==> src/rtl/mem_access.sv <==
// MEM-stage access unit: load/store to req/ack SRAM bus with lane steering and LB sign extension.
// Latency: ALU ops 1 cycle; memory ops 1 cycle after ack/timeout; mem_stall holds upstream until then.
module mem_access #(
  parameter logic [7:0] TIMEOUT_CYCLES = 8'd255
) (
  input  logic        clk,
  input  logic        rst,
  input  logic        in_valid,
  input  logic [31:0] in_result,
  input  logic [31:0] in_mem_data,
  input  logic        in_mem_read,
  input  logic        in_mem_write,
  input  logic        in_load_byte,
  input  logic        in_reg_write,
  input  logic [4:0]  in_write_reg,
  output logic        mem_stall,
  output logic        bus_req,
  output logic        bus_we,
  output logic [31:0] bus_addr,
  output logic [3:0]  bus_be,
  output logic [31:0] bus_wdata,
  input  logic [31:0] bus_rdata,
  input  logic        bus_ack,
  output logic        wb_valid,
  output logic        wb_reg_write,
  output logic [4:0]  wb_reg,
  output logic [31:0] wb_data,
  output logic        addr_err,
  output logic        bus_err
);

  typedef enum logic {IDLE, WAIT} state_t;

  state_t      state;
  logic [7:0]  cnt;
  logic [1:0]  lane;
  logic        is_byte;
  logic        ld_reg_write;
  logic [4:0]  ld_reg;

  logic        mem_op;
  logic        misaligned;
  logic        timeout;
  logic [7:0]  rbyte;
  logic [31:0] load_data;

  assign mem_op     = in_valid & (in_mem_read | in_mem_write);
  assign misaligned = mem_op & ~in_load_byte & (in_result[1:0] != 2'b00);
  assign timeout    = (state == WAIT) & ~bus_ack & (cnt == TIMEOUT_CYCLES - 8'd1);
  // Upstream may advance in the ack/timeout cycle; in_* is only re-sampled once back in IDLE.
  assign mem_stall  = (state == IDLE) ? (mem_op & ~misaligned) : ~(bus_ack | timeout);

  always_comb begin
    rbyte = bus_rdata[7:0];
    case (lane)
      2'd1:    rbyte = bus_rdata[15:8];
      2'd2:    rbyte = bus_rdata[23:16];
      2'd3:    rbyte = bus_rdata[31:24];
      default: rbyte = bus_rdata[7:0];
    endcase
    load_data = is_byte ? {{24{rbyte[7]}}, rbyte} : bus_rdata;
  end

  always_ff @(posedge clk or negedge rst) begin
    if (!rst) begin
      state        <= IDLE;
      cnt          <= 8'd0;
      lane         <= 2'd0;
      is_byte      <= 1'b0;
      ld_reg_write <= 1'b0;
      ld_reg       <= 5'd0;
      bus_req      <= 1'b0;
      bus_we       <= 1'b0;
      bus_addr     <= 32'd0;
      bus_be       <= 4'd0;
      bus_wdata    <= 32'd0;
      wb_valid     <= 1'b0;
      wb_reg_write <= 1'b0;
      wb_reg       <= 5'd0;
      wb_data      <= 32'd0;
      addr_err     <= 1'b0;
      bus_err      <= 1'b0;
    end else begin
      addr_err <= 1'b0;
      bus_err  <= 1'b0;
      case (state)
        IDLE: begin
          cnt <= 8'd0;
          if (mem_op && !misaligned) begin
            state        <= WAIT;
            bus_req      <= 1'b1;
            bus_we       <= in_mem_write;
            bus_addr     <= {in_result[31:2], 2'b00};
            bus_be       <= (in_mem_write && in_load_byte) ? (4'b0001 << in_result[1:0]) : 4'b1111;
            bus_wdata    <= in_load_byte ? {4{in_mem_data[7:0]}} : in_mem_data;
            lane         <= in_result[1:0];
            is_byte      <= in_load_byte;
            ld_reg_write <= in_reg_write;
            ld_reg       <= in_write_reg;
            wb_valid     <= 1'b0;
            wb_reg_write <= 1'b0;
          end else if (misaligned) begin
            addr_err     <= 1'b1;
            wb_valid     <= 1'b1;
            wb_reg_write <= 1'b0;
            wb_reg       <= in_write_reg;
            wb_data      <= in_result;
          end else if (in_valid) begin
            wb_valid     <= 1'b1;
            wb_reg_write <= in_reg_write;
            wb_reg       <= in_write_reg;
            wb_data      <= in_result;
          end else begin
            wb_valid     <= 1'b0;
            wb_reg_write <= 1'b0;
          end
        end
        WAIT: begin
          if (bus_ack) begin
            state    <= IDLE;
            bus_req  <= 1'b0;
            cnt      <= 8'd0;
            wb_valid <= 1'b1;
            wb_reg   <= ld_reg;
            if (bus_we) begin
              wb_reg_write <= 1'b0;
              wb_data      <= 32'd0;
            end else begin
              wb_reg_write <= ld_reg_write;
              wb_data      <= load_data;
            end
          end else if (timeout) begin
            state        <= IDLE;
            bus_req      <= 1'b0;
            cnt          <= 8'd0;
            bus_err      <= 1'b1;
            wb_valid     <= 1'b1;
            wb_reg_write <= 1'b0;
            wb_reg       <= ld_reg;
          end else begin
            cnt <= cnt + 8'd1;
          end
        end
        default: state <= IDLE;
      endcase
    end
  end

endmodule

==> config.mk <==
export PLATFORM = sky130hd
export DESIGN_NAME = mem_access
export DESIGN_NICKNAME = d
export VERILOG_FILES = /design/src/rtl/mem_access.sv
export SDC_FILE = /design/constraint.sdc
export NUM_CORES = 1
export LEC_CHECK = 0
export CAP_MARGIN = 20
export CORE_MARGIN = 2
export CORE_UTILIZATION = 30
export CTS_BUF_LIST = sky130_fd_sc_hd__clkbuf_4 sky130_fd_sc_hd__clkbuf_8 sky130_fd_sc_hd__clkbuf_16
export CTS_CLUSTER_SIZE = 20
export DETAILED_ROUTE_END_ITERATION = 8
export SLEW_MARGIN = 20
export SYNTH_ARGS = -nofsm -noshare
export SYNTH_HDL_FRONTEND = slang
export SYNTH_SLANG_ARGS = --single-unit
==> constraint.sdc <==
create_clock -name clk -period 5 [get_ports clk]
set_clock_uncertainty 0.15 [all_clocks]
set_input_delay 0.5 -clock clk [delete_from_list [all_inputs] [get_ports clk]]
set_output_delay 0.5 -clock clk [all_outputs]
set_load 0.02 [all_outputs]
==> run_results.csv, run 1 <==
group,metric,value,unit
sta,layout_min_cycle_time,3340,ps
global_routing,grt_pass1_wl,28900,microns
critical_path,worst_ep_required_time,4350,ps
placed_design,dp.cells,1054,
clock_tree,cts_buffers,17,
synthesis,synth_area_per_cell,9.59,sq um
synthesis,synthCells,609,
sta,fin_setup_tns,0,ps
sta,drv_slew,0,
synthesis,post-synth-top-area-cell,"dfrtp_1",
clock_tree,clk_latency,420,ps
synthesis,ys_seq_area_share,54.4,%
route,drt_iter0_drc,308,
critical_path,crit_type,"reg -> out",
sta,setup_viol,0,
critical_path,cp_data_arrival_time,2690,ps
synthesis,syn_area,5840,sq um
route,wl_per_cell,17.5,microns
placed_design,dpl_worst_slack,1680,ps
floorplan,start_util,30.3,%
pwr,p_per_area,491,nW/um^2
flow_run,max_cap_violations,0,
global_routing,grt_usage,18.5,%
worst_hold_path,worstHoldPathType,"in -> async",
critical_path,worstReg2RegStart,"state",
synthesis,async_flop_share,100,%
route,postRouteWirelength,19000,microns
clock_tree,cts_tree,"done",
critical_path,r2r_slack,1890,ps
pwr,peakVddDrop,0.000229,V
route,vias_per_cell,4.70,
finish,final_nets,919,
floorplan,die-area,20600,sq um
sta,rsz0062_at_grt,"false",
global_routing,gr-total-overflow,0,
finish,syn2layout_area_growth,52.9,%
finish,layout-drive-gt1-share,7.06,%
sta,finalWorstSetupSlack,1660,ps
floorplan,core,19300,sq um
outcome,status,"finished clean",
synthesis,yosysWarnings,0,
placed_design,hpwl,12900,microns
sta,fmax,0.299,GHz
clock_tree,root_buffer,"clkbuf_16",
placed_design,gp_congestion,0.789,
sta,fin_crit_sh,66.9,%
critical_path,slowest_delay,890,ps
critical_path,setup.worst_path.end,"mem_stall",
sta,hold_viol,0,
clock_tree,htreeDepth,4,
floorplan,die_y,144,microns
route,drtAntennaViolNets,0,
critical_path,rr_worst_depth,5,
clock_tree,cts_sinks,127,
finish,reg_top3,"bus_wdata x32, wb_data x32, bus_addr x30",
floorplan,die_x,144,microns
finish,final_cells,1086,
synthesis,ys_ff_latch,127,
synthesis,yosys-top-cells-area,"dfrtp_1 54%, nand2_1 11%, mux2i_1 5.3%",
critical_path,crit_path_end_kind,"output port",
synthesis,synth_top_area_share,54.4,%
synthesis,synth_top_flop_cell,"dfrtp_1",
floorplan,num_rows,51,
placed_design,io_buffers,218,
clock_tree,clockBufferDepth,2,
synthesis,synth_edf_count,0,
route,via_count,5104,
floorplan,ios,221,
critical_path,worstSetupStartpointType,"flop",
sta,hold_ws,9.10,ps
route,route.detailed.drc,0,
clock_tree,postCtsResizedCells,0,
finish,antenna_cells,0,
sta,maxSlewHeadroom,32.7,%
synthesis,yosys.cell_types.count,43,
route,firstDrtPassIters,4,
critical_path,startpoint,"state",
pwr,leakage,3.98,nW
global_routing,grt_antenna_before_repair,0,
critical_path,slowest_stage,"dfrtp_1",
critical_path,worst-path-max-fanout,24,
finish,final_util,46.4,%
finish,nFillCells,1864,
clock_tree,post_cts_buffers,0,
clock_tree,clk_pin_slew,60,ps
clock_tree,ctsHoldBuffers,0,
global_routing,grt_start_max_net_pins,105,
global_routing,grt_pass1_vias,4912,
sta,tightest_slew,1010,ps
critical_path,r2r_end,"wb_reg[2]",
critical_path,cp_cell_sequence,"nand2b_1 -> a41o_1 -> nand2_1 -> clkdlybuf4s50_1",
[layout make-up]
type	count	area (sq um)	share of cell area [%]
clock buffers	20	460	5.15
clock inverters	12	231	2.59
inverters	8	30.0	0.336
multi-input cells	429	2460	27.6
flip-flops and latches	127	3180	35.6
well taps	265	332	3.71
repair buffers	225	2240	25.0
[logic make-up after synthesis]
logic type | synth area share, %
fa+ha+maj | 0.428
simple gates | 18.6
buf+inv | 4.18
compound gates | 13.8
other cells | 0.0642
xor+xnor | 0.900
mux | 7.62
flops | 54.4
[layout by cell type (no fill, tap or decap), types with 6 or more instances in the layout]
cell	count
clkdlybuf4s50_1	217
dfrtp_1	127
o22ai_1	6
a221oi_1	6
clkbuf_16	17
nand2_1	167
buf_4	7
o221ai_1	26
bufinv_16	6
mux2i_1	31
nand2b_1	26
nor2_1	42
mux2_2	10
inv_1	8
o21ai_0	62
a211o_1	6
[worst min-delay path by stage]
stage	start	to	slack, ps	cells after the start
3_5_place_dp	ld_reg[4]	ld_reg[4]	310	2
3_3_place_gp	ld_reg[1]	ld_reg[1]	310	2
6_report	rst	bus_wdata[27]	9	1
5_1_grt	rst	bus_wdata[26]	90	1
2_1_floorplan	rst	addr_err	50	0
4_1_cts	rst	bus_wdata[11]	50	1
[report_power, final]
group	switching, mW	internal (mW)	leakage (nW)
registers	0.164	1.29	1.58
clock network	0.482	0.972	0.334
logic	0.777	0.694	2.06
[metrics by stage]
step	total power, mW	instance area (sq um)
final	4.38	8930
after global routing	4.60	8930
after CTS	4.43	8920
after detailed placement	2.95	8230
after global placement	2.94	8230
after floorplan	2.18	5850
[worst max-delay path, delay by kind of cell (launching register included)]
kind / cells / cell delay [ps]
AO/OA/AOI/OAI: 1 / 420
buffers and inverters: 1 / 650
AND/OR/NAND/NOR: 2 / 310
flip-flops: 1 / 890
[per-layer routing]
layer | track usage [%] | vias up | part of all wire (%)
li1 | - | 2494 | -
met1 | 25.8 | 2441 | 46
met2 | 27.9 | 145 | 47
met3 | 4.23 | 24 | 5.2
met4 | 7.02 | 0 | 2.2
met5 | 0 | - | 0
[synthesized netlist by cell type (3+ instances only)]
| master | number |
|---|---|
| nand2_1 | 167 |
| dfrtp_1 | 127 |
| o21ai_0 | 62 |
| nor2_1 | 42 |
| clkbuf_1 | 31 |
| mux2i_1 | 31 |
| o221ai_1 | 27 |
| nand2b_1 | 26 |
| mux2_2 | 10 |
| buf_2 | 9 |
| inv_1 | 8 |
| a211o_1 | 6 |
| a21oi_1 | 6 |
| a221oi_1 | 6 |
| o22ai_1 | 6 |
| xor2_1 | 5 |
| nor4b_1 | 4 |
| buf_6 | 3 |
| nand3_1 | 3 |
| nor4_1 | 3 |
Power figures use the tool's default switching activity.
==> inputs of run 2 (changes only) <==
clock period = 3.2 ns   (was 5 ns; I/O delays follow)
==> run_results.csv, run 2 (synthesis results as in run 1) <==
group,metric,value,unit
outcome,status,"finished clean",
global_routing,grt_start_max_net_pins,78,
clock_tree,clockBufferDepth,2,
critical_path,crit_type,"reg -> out",
flow_run,max_cap_violations,0,
clock_tree,root_buffer,"clkbuf_16",
clock_tree,postCtsResizedCells,0,
pwr,leakage,3.97,nW
critical_path,rr_worst_depth,6,
clock_tree,htreeDepth,4,
sta,tightest_slew,766,ps
route,drtAntennaViolNets,0,
placed_design,dpl_cell_area,8310,sq um
placed_design,gp_congestion,0.789,
route,drt_iter0_drc,400,
sta,finalWorstSetupSlack,488,ps
critical_path,crit_path_end_kind,"output port",
sta,maxSlewHeadroom,49.0,%
clock_tree,clk_latency,410,ps
finish,antenna_cells,0,
finish,final_nets,929,
floorplan,die-area,20600,sq um
critical_path,cp_cell_sequence,"buf_4 -> nor2b_2 -> o221ai_4 -> nand2_1 -> clkdlybuf4s50_1",
global_routing,grt_pass1_vias,5230,
route,route.detailed.drc,0,
floorplan,core,19300,sq um
critical_path,cp_data_arrival_time,2240,ps
finish,final_common_cell,"clkdlybuf4s50_1",
critical_path,worst-path-max-fanout,19,
critical_path,slowest_delay,630,ps
global_routing,grt_usage,19.1,%
clock_tree,cts_buffers,17,
route,wl_per_cell,17.4,microns
sta,layout_min_cycle_time,2710,ps
route,via_count,5206,
pwr,peakVddDrop,0.000390,V
finish,final_cell_area,8910,sq um
sta,setup_viol,0,
placed_design,hpwl,13400,microns
finish,final_cell_mix,"217 x clkdlybuf4s50_1, 167 x nand2_1, 127 x dfrtp_1",
sta,drv_slew,0,
critical_path,worstSetupStartpointType,"flop",
sta,hold_viol,0,
sta,fin_setup_tns,0,ps
sta,rsz0062_at_grt,"false",
clock_tree,cts_sinks,127,
placed_design,dpl_worst_slack,459,ps
finish,syn2layout_area_growth,52.5,%
finish,layout-drive-gt1-share,7.94,%
floorplan,num_rows,51,
global_routing,grt_antenna_before_repair,0,
finish,reg_top3,"bus_wdata x32, wb_data x32, bus_addr x30",
floorplan,die_x,144,microns
critical_path,slowest_stage,"clkdlybuf4s50_1",
placed_design,io_buffers,218,
sta,fin_crit_sh,84.8,%
clock_tree,cts_tree,"done",
route,postRouteWirelength,19100,microns
route,vias_per_cell,4.75,
floorplan,ios,221,
global_routing,grt_pass1_wl,30000,microns
sta,fmax,0.369,GHz
critical_path,worst_ep_required_time,2730,ps
clock_tree,clk_pin_slew,60,ps
route,firstDrtPassIters,5,
floorplan,die_y,144,microns
worst_hold_path,worstHoldPathType,"in -> async",
floorplan,start_util,30.3,%
global_routing,gr-total-overflow,0,
pwr,p_per_area,731,nW/um^2
run 2: critical path: cells and delay by family (launching register included):
family	cells	cell delay (ps)
buffers and inverters	2	840
and+or+nand+nor	2	440
DFF	1	370
AOI/OAI and AO/OA	1	170
run 2: path summary, 6_finish.rpt:
path / start / to / slack, ps
min in group clk: in_write_reg[4] / ld_reg[4] / 310
setup reg to reg: state / wb_data[23] / 820
hold reg to reg: ld_reg[4] / ld_reg[4] / 320
max in group asynchronous: rst / bus_addr[22] / 1810
hold / removal: rst / bus_wdata[28] / 290
setup / recovery: state / mem_stall / 490
run 2: layout make-up:
class	instances	area, sq um
Sequential cell	127	3180
Tap cell	265	332
Fill cell	1858	10400
Clock buffer	18	439
Timing Repair Buffer	235	2330
Multi-Input combinational cell	429	2460
Inverter	8	30.0
Clock inverter	14	144
run 2: what timing repair did:
action	4_1_cts	5_1_grt
hold buffers	1	0
hold endpoints to repair	57	0
setup buffers	0	0
run 2: stage by stage:
| step | std cells | hold WS, ps | util (%) | power, mW |
|---|---|---|---|---|
| after floorplan | 610 | -126 | - | 3.40 |
| after global placement | 1063 | 191 | 43.1 | 4.62 |
| after detailed placement | 1063 | 196 | 43.1 | 4.64 |
| after CTS | 1096 | 295 | 46.2 | 6.58 |
| after global routing | 1096 | 316 | 46.2 | 6.87 |
| final | 1096 | 293 | 46.2 | 6.51 |
run 2: routing by layer:
| layer | up-vias | track usage [%] | part of all wire [%] |
|---|---|---|---|
| met4 | 0 | 6.66 | 2.4 |
| met5 | - | 0 | 0 |
| met2 | 172 | 29.6 | 47 |
| met3 | 26 | 4.90 | 6.3 |
| met1 | 2497 | 25.9 | 45 |
| li1 | 2511 | - | - |
run 2: report_power, final:
part / internal [mW] / leakage, nW / switching [mW]
clock network: 1.16 / 0.274 / 0.756
registers: 2.02 / 1.58 / 0.229
logic: 1.10 / 2.11 / 1.24
total: 4.29 / 3.97 / 2.23
==> inputs of run 3 (changes only) <==
clock period = 2.38 ns   (was 3.2 ns; I/O delays follow)
==> run_results.csv, run 3 (synthesis results as in run 1) <==
group,metric,value,unit
outcome,status,"finished clean",
clock_tree,cts_sinks,127,
clock_tree,clk_latency,420,ps
critical_path,worst_ep_required_time,1990,ps
pwr,p_seq_share,34.5,%
floorplan,core,19300,sq um
finish,final_cells,1106,
pwr,combPwrFrac,36.3,%
finish,syn2layout_area_growth,54.4,%
floorplan,die_x,144,microns
floorplan,die_y,144,microns
floorplan,ios,221,
critical_path,worst-path-max-fanout,5,
finish,layout-drive-gt1-share,9.04,%
route,drtAntennaViolNets,0,
clock_tree,htreeDepth,4,
placed_design,io_buffers,218,
route,drt_iter0_drc,357,
clock_tree,cts_tree,"done",
worst_hold_path,min_path_cells,3,
sta,layout_min_cycle_time,2170,ps
critical_path,slowest_delay,420,ps
floorplan,start_util,30.3,%
sta,fin_setup_tns,0,ps
critical_path,worstReg2RegStart,"cnt[2]",
clock_tree,post_cts_buffers,0,
critical_path,crit_path_end_kind,"output port",
pwr,netSwitchingFraction,34.0,%
finish,final_cell_mix,"216 x clkdlybuf4s50_1, 167 x nand2_1, 127 x dfrtp_1",
finish,reg_top3,"bus_wdata x32, wb_data x32, bus_addr x30",
global_routing,grt_pass1_wl,29400,microns
sta,fin_crit_sh,91.3,%
flow_run,max_cap_violations,0,
sta,setup_viol,0,
finish,antenna_cells,0,
sta,fmax,0.460,GHz
sta,drv_slew,0,
route,via_count,5213,
global_routing,grt_start_max_net_pins,62,
critical_path,cp_cell_sequence,"and4_1 -> a41o_1 -> nand2_1 -> dlygate4sd2_1",
finish,final_nets,939,
route,route.detailed.drc,0,
global_routing,gr-total-overflow,0,
sta,rsz0062_at_grt,"false",
global_routing,grt_pass1_vias,5176,
floorplan,num_rows,51,
route,postRouteWirelength,18800,microns
global_routing,grt_antenna_before_repair,0,
route,vias_per_cell,4.71,
placed_design,hpwl,13800,microns
pwr,leakage,4.03,nW
worst_hold_path,worstHoldPathType,"in -> reg",
critical_path,r2r_end,"wb_reg[2]",
critical_path,r2r_slack,360,ps
floorplan,die-area,20600,sq um
sta,tightest_slew,582,ps
pwr,p_int,5.80,mW
pwr,p_per_area,974,nW/um^2
clock_tree,clk_pin_slew,60,ps
critical_path,worstSetupStartpointType,"flop",
finish,nFillCells,1870,
clock_tree,root_buffer,"clkbuf_16",
route,wl_per_cell,17.0,microns
placed_design,gp_congestion,0.845,
worst_hold_path,hold_path_end,"ld_reg[4]",
global_routing,grt_usage,18.6,%
critical_path,slowest_stage,"dfrtp_1",
clock_tree,cts_buffers,17,
pwr,pwr-share-clk,29.2,%
route,firstDrtPassIters,4,
placed_design,dp.cells,1073,
sta,hold_viol,0,
sta,maxSlewHeadroom,61.2,%
pwr,peakVddDrop,0.000515,V
finish,final_common_cell,"clkdlybuf4s50_1",
pwr,power_switching,2.99,mW
worst_hold_path,holdCritStartpoint,"in_write_reg[4]",
critical_path,rr_worst_depth,5,
critical_path,crit_type,"reg -> out",
critical_path,cp_data_arrival_time,1780,ps
clock_tree,clockBufferDepth,2,
-- run 3: cell types whose count changed in the layout (fill, tap and decap cells not counted) --
cell,before,now
buf_4,15,22
buf_12,1,4
clkbuf_4,0,2
clkinv_2,4,2
clkbuf_8,1,0
clkdlybuf4s50_1,217,216
clkinv_4,3,4
dlygate4sd2_1,0,1
-- run 3: final cells by class --
class | instances | area [sq um] | share of cell area, %
multi-input combinational | 429 | 2460 | 27.3
tap | 265 | 332 | 3.68
sequential | 127 | 3180 | 35.2
clock inverter | 13 | 143 | 1.58
inverter | 8 | 30.0 | 0.333
timing repair buffer | 245 | 2440 | 27.0
clock buffer | 19 | 440 | 4.88
-- run 3: worst max-delay path, delay by kind of cell, from the launching register on --
kind,cells,cell delay (ps)
AND/OR/NAND/NOR,2,340
AO/OA/AOI/OAI,1,260
buffers and inverters,1,350
flip-flops,1,420
-- run 3: power by group through the flow --
| stage | logic [mW] | registers [mW] | clock network (mW) |
|---|---|---|---|
| 6_report | 3.18 | 3.03 | 2.57 |
| 5_1_grt | 3.42 | 3.10 | 2.73 |
| 3_5_place_dp | 3.22 | 3.07 | 0 |
| 4_1_cts | 3.22 | 3.04 | 2.63 |
| 2_1_floorplan | 0.898 | 3.67 | 0 |
| 3_3_place_gp | 3.20 | 3.06 | 0 |
-- run 3: worst max path at each step --
stage | start | end | cells past startpoint
detailed placement | in_valid | mem_stall | 5
global placement | in_valid | mem_stall | 5
finish | cnt[2] | mem_stall | 4
CTS | cnt[2] | mem_stall | 4
global route | cnt[0] | mem_stall | 5
floorplan | in_load_byte | mem_stall | 6
-- run 3: metrics by stage --
step                worst slack [ps]  utilization (%)  hold WS (ps)  power, mW  area [sq um]
floorplan                        426                -          -208       4.57          5850
global placement                89.8             43.7           122       6.25          8430
detailed placement              78.4             43.7           118       6.28          8430
CTS                              181             46.8           212       8.89          9020
global route                    93.0             46.8           224       9.25          9020
finish                           208             46.8           221       8.78          9020
-- run 3: layer usage --
layer,up-vias,track usage (%),routed length [microns]
li1,2532,-,-
met1,2515,25.6,8460
met2,147,29.0,8890
met3,19,3.90,998
met4,0,6.60,412
met5,-,0,0
-- run 3: what timing repair did --
action / in CTS / in global routing
hold buffers: 1 / 0
hold endpoints to repair: 58 / 0
endpoints found under the setup margin: 1 / 0
resized for setup: 1 / 0
==> patch 1, RTL diff (flow settings as in run 3) <==
Reset style: synchronous (`rst`), changed in one clocked block.
--- a/src/rtl/mem_access.sv
+++ b/src/rtl/mem_access.sv
@@ -62,5 +62,5 @@
   end
 
-  always_ff @(posedge clk or negedge rst) begin
+  always_ff @(posedge clk) begin
     if (!rst) begin
       state        <= IDLE;
Check against the original RTL: differs if rst is asserted again (counterexample within 4 cycles, from zero or initial values and one cycle with rst low); with rst held inactive, the same outputs for 4 cycles.
==> patch 1 against run 3 <==
  * First-iteration DRC count down 28%
  * Largest cell class is now multi-input combinational cells
  * Sequential share of layout area down 5.9 points
  * Design area down 4.0%
  * Sequential cell count unchanged
  * Synthesized area down 5.2%
  * Die area down 5.1%
  * Routed wire length up 2.0%
  * Setup slack better by 0.053 ns
  * Via count up 3.2%
  * Worst hold slack better by 0.016 ns
  * Register-to-register slack worse by 0.099 ns
Power is not compared: it rests on default switching activity, and its combinational part moved more than twofold at a synthesized area within 25%.
==> patch 1: results (changes against run 3) <==
| Metric | Value |
|---|---|
| Status | completed (unchanged) |
| Syn avg cell area | 8.51 sq um (was 9.59 sq um) |
| Pin count of the biggest net entering global routing | 51 (was 62) |
| Cts repair resizes | 2 (was 1) |
| R2r endpoint | wb_data[6]$_SDFFE_PN0P_ (was wb_reg[2]$_DFFE_PN0P_) |
| Count of multi-input gates | 440 (was 429) |
| Placed cell area | 8050 sq um (was 8430 sq um) |
| Hold path start | in_result[12] (was in_write_reg[4]) |
| Dpl hpwl | 13,900 um (was 13,800 um) |
| Post-Synth Adder-Cell Area | 0.00452 (was 0.00428) |
| Max incr delay on CP | 0.46 ns (was 0.42 ns) |
| GRT met1 Usage | 0.247 (was 0.256) |
| Slowest CP cell | nor2b_1 (was dfrtp_1) |
| Main synth FF type | dfxtp_1 (was dfrtp_1) |
| Vias per cell | 4.84 (was 4.71) |
| Met3 Track Usage GR | 0.0788 (was 0.0390) |
| Seq_cells | 127 (unchanged) |
| Fin Hold WS | 0.237 ns (was 0.221 ns) |
| Dpl cells | 1,080 (was 1,073) |
| Drt pass-1 iters | 5 (was 4) |
| First-pass GRT wire length | 29,800 um (was 29,400 um) |
| Synth top area cells | dfxtp_1 46%, nand2_1 8.7%, a21oi_1 5.5%, mux2i_1 5.4%, nor2_1 4.8% (was dfrtp_1 54%, nand2_1 11%, mux2i_1 5.3%, o21ai_0 5.3%, o221ai_1 4.0%) |
| Least-Margin Pin Slew | 0.618 ns (was 0.582 ns) |
| Final setup margin | 0.261 ns (was 0.208 ns) |
| Synth Area in XOR/XNOR | 0.00949 (was 0.00900) |
| Seq. cell area | 2540 sq um (was 3180 sq um) |
| Non-CTS buffers | 249 (was 245) |
[patch 1: cell count changes after synthesis, sizes merged, moves of 10 or more]
cell    before  now
dfrtp      127    0
dfxtp        0  127
a21oi        6   62
o21ai       63   15
nand2      167  129
nor2        42   71
a211oi       0   28
inv          8   34
nand2b      27    4
buf         15   30
clkbuf      31   20
o221a        1   11
[patch 1: how the worst max path moves through the flow]
stage | start | endpoint | depth (start not counted)
global placement | in_result[0] | wb_data[6]$_SDFFE_PN0P_ | 6
finish | state$_SDFF_PN0_ | wb_data[6]$_SDFFE_PN0P_ | 5
global route | state$_SDFF_PN0_ | wb_data[6]$_SDFFE_PN0P_ | 5
detailed placement | in_result[0] | bus_wdata[13]$_SDFFE_PN0P_ | 7
floorplan | state$_SDFF_PN0_ | wb_data[4]$_SDFFE_PN0P_ | 6
CTS | cnt[0]$_SDFF_PP0_ | mem_stall | 6
==> patch 2, RTL diff (config.mk and constraints of run 3) <==
Without the edit above. Change the parameter `TIMEOUT_CYCLES` from 8'd255 to 8'd127.
--- a/src/rtl/mem_access.sv
+++ b/src/rtl/mem_access.sv
@@ -2,5 +2,5 @@
 // Latency: ALU ops 1 cycle; memory ops 1 cycle after ack/timeout; mem_stall holds upstream until then.
 module mem_access #(
-  parameter logic [7:0] TIMEOUT_CYCLES = 8'd255
+  parameter logic [7:0] TIMEOUT_CYCLES = 8'd127
 ) (
   input  logic        clk,
Function: same outputs for any inputs over 4 cycles, from zero or initial values and one cycle with rst low; that may be too few to reach the edited logic, so the function may still have changed.
==> patch 2 against run 3 <==
  * Synthesized cell count is 6.6% lower
  * Core utilization is 1.0 points higher
  * Global-route usage is 0.14 points higher
  * Design area is 1.5% lower
  * Sequential cell count stayed put
  * Die area is 3.3% lower
  * Total power is 0.45% lower
  * Setup slack better by 0.0016 ns
  * Fmax hardly changed
  * Routed wire length is 1.7% lower
  * Non-clock buffer count stayed put
  * Synthesized area is 3.4% lower
==> patch 2: results (changes against run 3) <==
| Metric | Value |
|---|---|
| Ant. Diodes | 0 (unchanged) |
| Max clock buf depth | 2 (unchanged) |
| Biggest regs | bus_wdata: 32 flops, wb_data: 32 flops, bus_addr: 30 flops (unchanged) |
| Worst Path Arrival | 1.78 ns (about the same) |
| Initial antenna violation count | 0 (unchanged) |
| Pin count of the biggest net entering global routing | 86 (was 62) |
| Clk_lat worst skew | 0.42 ns (about the same) |
| Synth top area cells | dfrtp_1 56%, nand2_1 11%, a221o_1 5.7%, mux2i_1 5.3%, nor2_1 4.2% (was dfrtp_1 54%, nand2_1 11%, mux2i_1 5.3%, o21ai_0 5.3%, o221ai_1 4.0%) |
| First-pass GRT wire length | 28,800 um (was 29,400 um) |
| CTS buffer count | 17 (unchanged) |
| Via count | 5,042 (was 5,213) |
| Top Family by Delay on Critical Path | flip-flops (unchanged) |
| Synth top cells by count | 170 x nand2_1, 127 x dfrtp_1, 63 x nor2_1 (was 167 x nand2_1, 127 x dfrtp_1, 62 x o21ai_0) |
| Worst IR Drop VDD | 0.482 mV (was 0.515 mV) |
| Max incr delay on CP | 0.43 ns |
| Status | completed (unchanged) |
| Dpl hpwl | 13,800 um (about the same) |
| Sequential share of the synthesized area | 0.563 (was 0.544) |
| Root Buffer | clkbuf_16 (unchanged) |
| Leakage power | 4.05 nW (was 4.03 nW) |
| Detailed Route Iter0 Violations | 271 (was 357) |
| Vias in the first global route | 5,090 (was 5,176) |
| Post-detailed-routing wire length | 18,400 um (was 18,800 um) |
| Synth Warn # | 0 (unchanged) |
| Clock Pin Slew Worst Setup and Hold Paths | 0.06 ns (about the same) |
| Nets | 907 (was 939) |
| Drt pass-1 iters | 4 (unchanged) |
| CTS H-tree depth | 4 (unchanged) |
| Minimum setup slack after placement | 0.127 ns (was 0.0784 ns) |
| GP Congestion | 0.819 (was 0.845) |
| Yosys cell types | 43 (unchanged) |
| Critical path fanouts, max | 5 (unchanged) |
| Total GRT Usage | 0.187 (was 0.186) |
| Slowest CP cell | dfrtp_1 (unchanged) |
| Post-synth ARST share | 1.00 (unchanged) |
| Main synth FF type | dfrtp_1 (unchanged) |
| Port-buffer cells | 218 (unchanged) |
| Hold Path Class | input port to flop (unchanged) |
| Layout cells sized above 1 | 0.0928 (was 0.0904) |
patch 2: changes by cell type after synthesis, moves of 4 or more:
cell             run 3  this run
a211o_1              6         0
a221o_1              0        32
inv_1                8         4
o21ai_0             62        34
nand2b_1            26         5
o221ai_1            27         0
nor4b_1              4         0
nor2_1              42        63
clkbuf_1            31        16
buf_2                9        17
patch 2: path summary, 6_finish.rpt:
kind | endpoint | start | slack, ns | cells after the start
min in group asynchronous | bus_req$_DFFE_PN0P_ | rst | 0.15 | 2
max in group asynchronous | bus_addr[13]$_DFFE_PN0P_ | rst | 1.18 | 3
hold reg to reg | bus_addr[30]$_DFFE_PN0P_ | bus_addr[30]$_DFFE_PN0P_ | 0.32 | 2
setup reg to reg | wb_reg[2]$_DFFE_PN0P_ | cnt[2]$_DFF_PN0_ | 0.34 | 5
setup / recovery | mem_stall | cnt[2]$_DFF_PN0_ | 0.21 | 4
hold / removal | addr_err$_DFF_PN0_ | in_load_byte | 0.08 | 4
patch 2: area by class of cell:
| class | instances | area [sq um] |
|---|---|---|
| fillers | 1682 | 9700 |
| flip-flops and latches | 127 | 3180 |
| repair buffers | 245 | 2440 |
| multi-input cells | 400 | 2270 |
| clock buffers | 21 | 468 |
| well taps | 234 | 293 |
| clock inverters | 10 | 209 |
| inverters | 5 | 18.8 |
patch 2: cells by family (layout without fill, tap and decap cells):
group	after synthesis	in the layout	synth area share
flip-flops	127	127	0.563
other	1	2	0.000664
adder cells (fa/ha/maj)	2	2	0.00443
multiplexers	42	42	0.0791
buffers and inverters	43	281	0.0363
AO/OA/AOI/OAI	97	97	0.129
AND/OR/NAND/NOR	251	251	0.178
XOR/XNOR	6	6	0.00931
patch 2: through the flow:
| step | cells | cell area, sq um |
|---|---|---|
| after global routing | 1042 | 8880 |
| after floorplan | 570 | 5650 |
| after CTS | 1042 | 8880 |
| after global placement | 1010 | 8190 |
| after detailed placement | 1010 | 8190 |
| final | 1042 | 8880 |
patch 2: power by group:
group	switching, mW	leakage, nW	internal (mW)
Clock	0.970	0.326	2.04
Combinational	1.42	2.14	1.36
Sequential	0.307	1.59	2.65
Total	2.70	4.05	6.05
patch 2: per-layer routing:
layer	vias to the layer above	track usage	wire (um)
li1	2407	-	-
met1	2464	0.246	8210
met2	143	0.305	9030
met3	28	0.0445	834
met4	0	0.0642	357
met5	-	0	0
patch 2: repair_timing:
action                     in CTS  in global routing
resized for setup               1                  0
hold endpoints to repair       95                  0
setup buffers                   0                  0
setup endpoints to repair       1                  0
hold buffers                    1                  0
patch 2: worst reg2reg max path, stage by stage (launching register included):
cell and delay, ns:
dfrtp_1 0.42, and4_1 0.28, a41o_1 0.21, buf_4 0.19
o211a_1 0.31, mux2_2 0.37
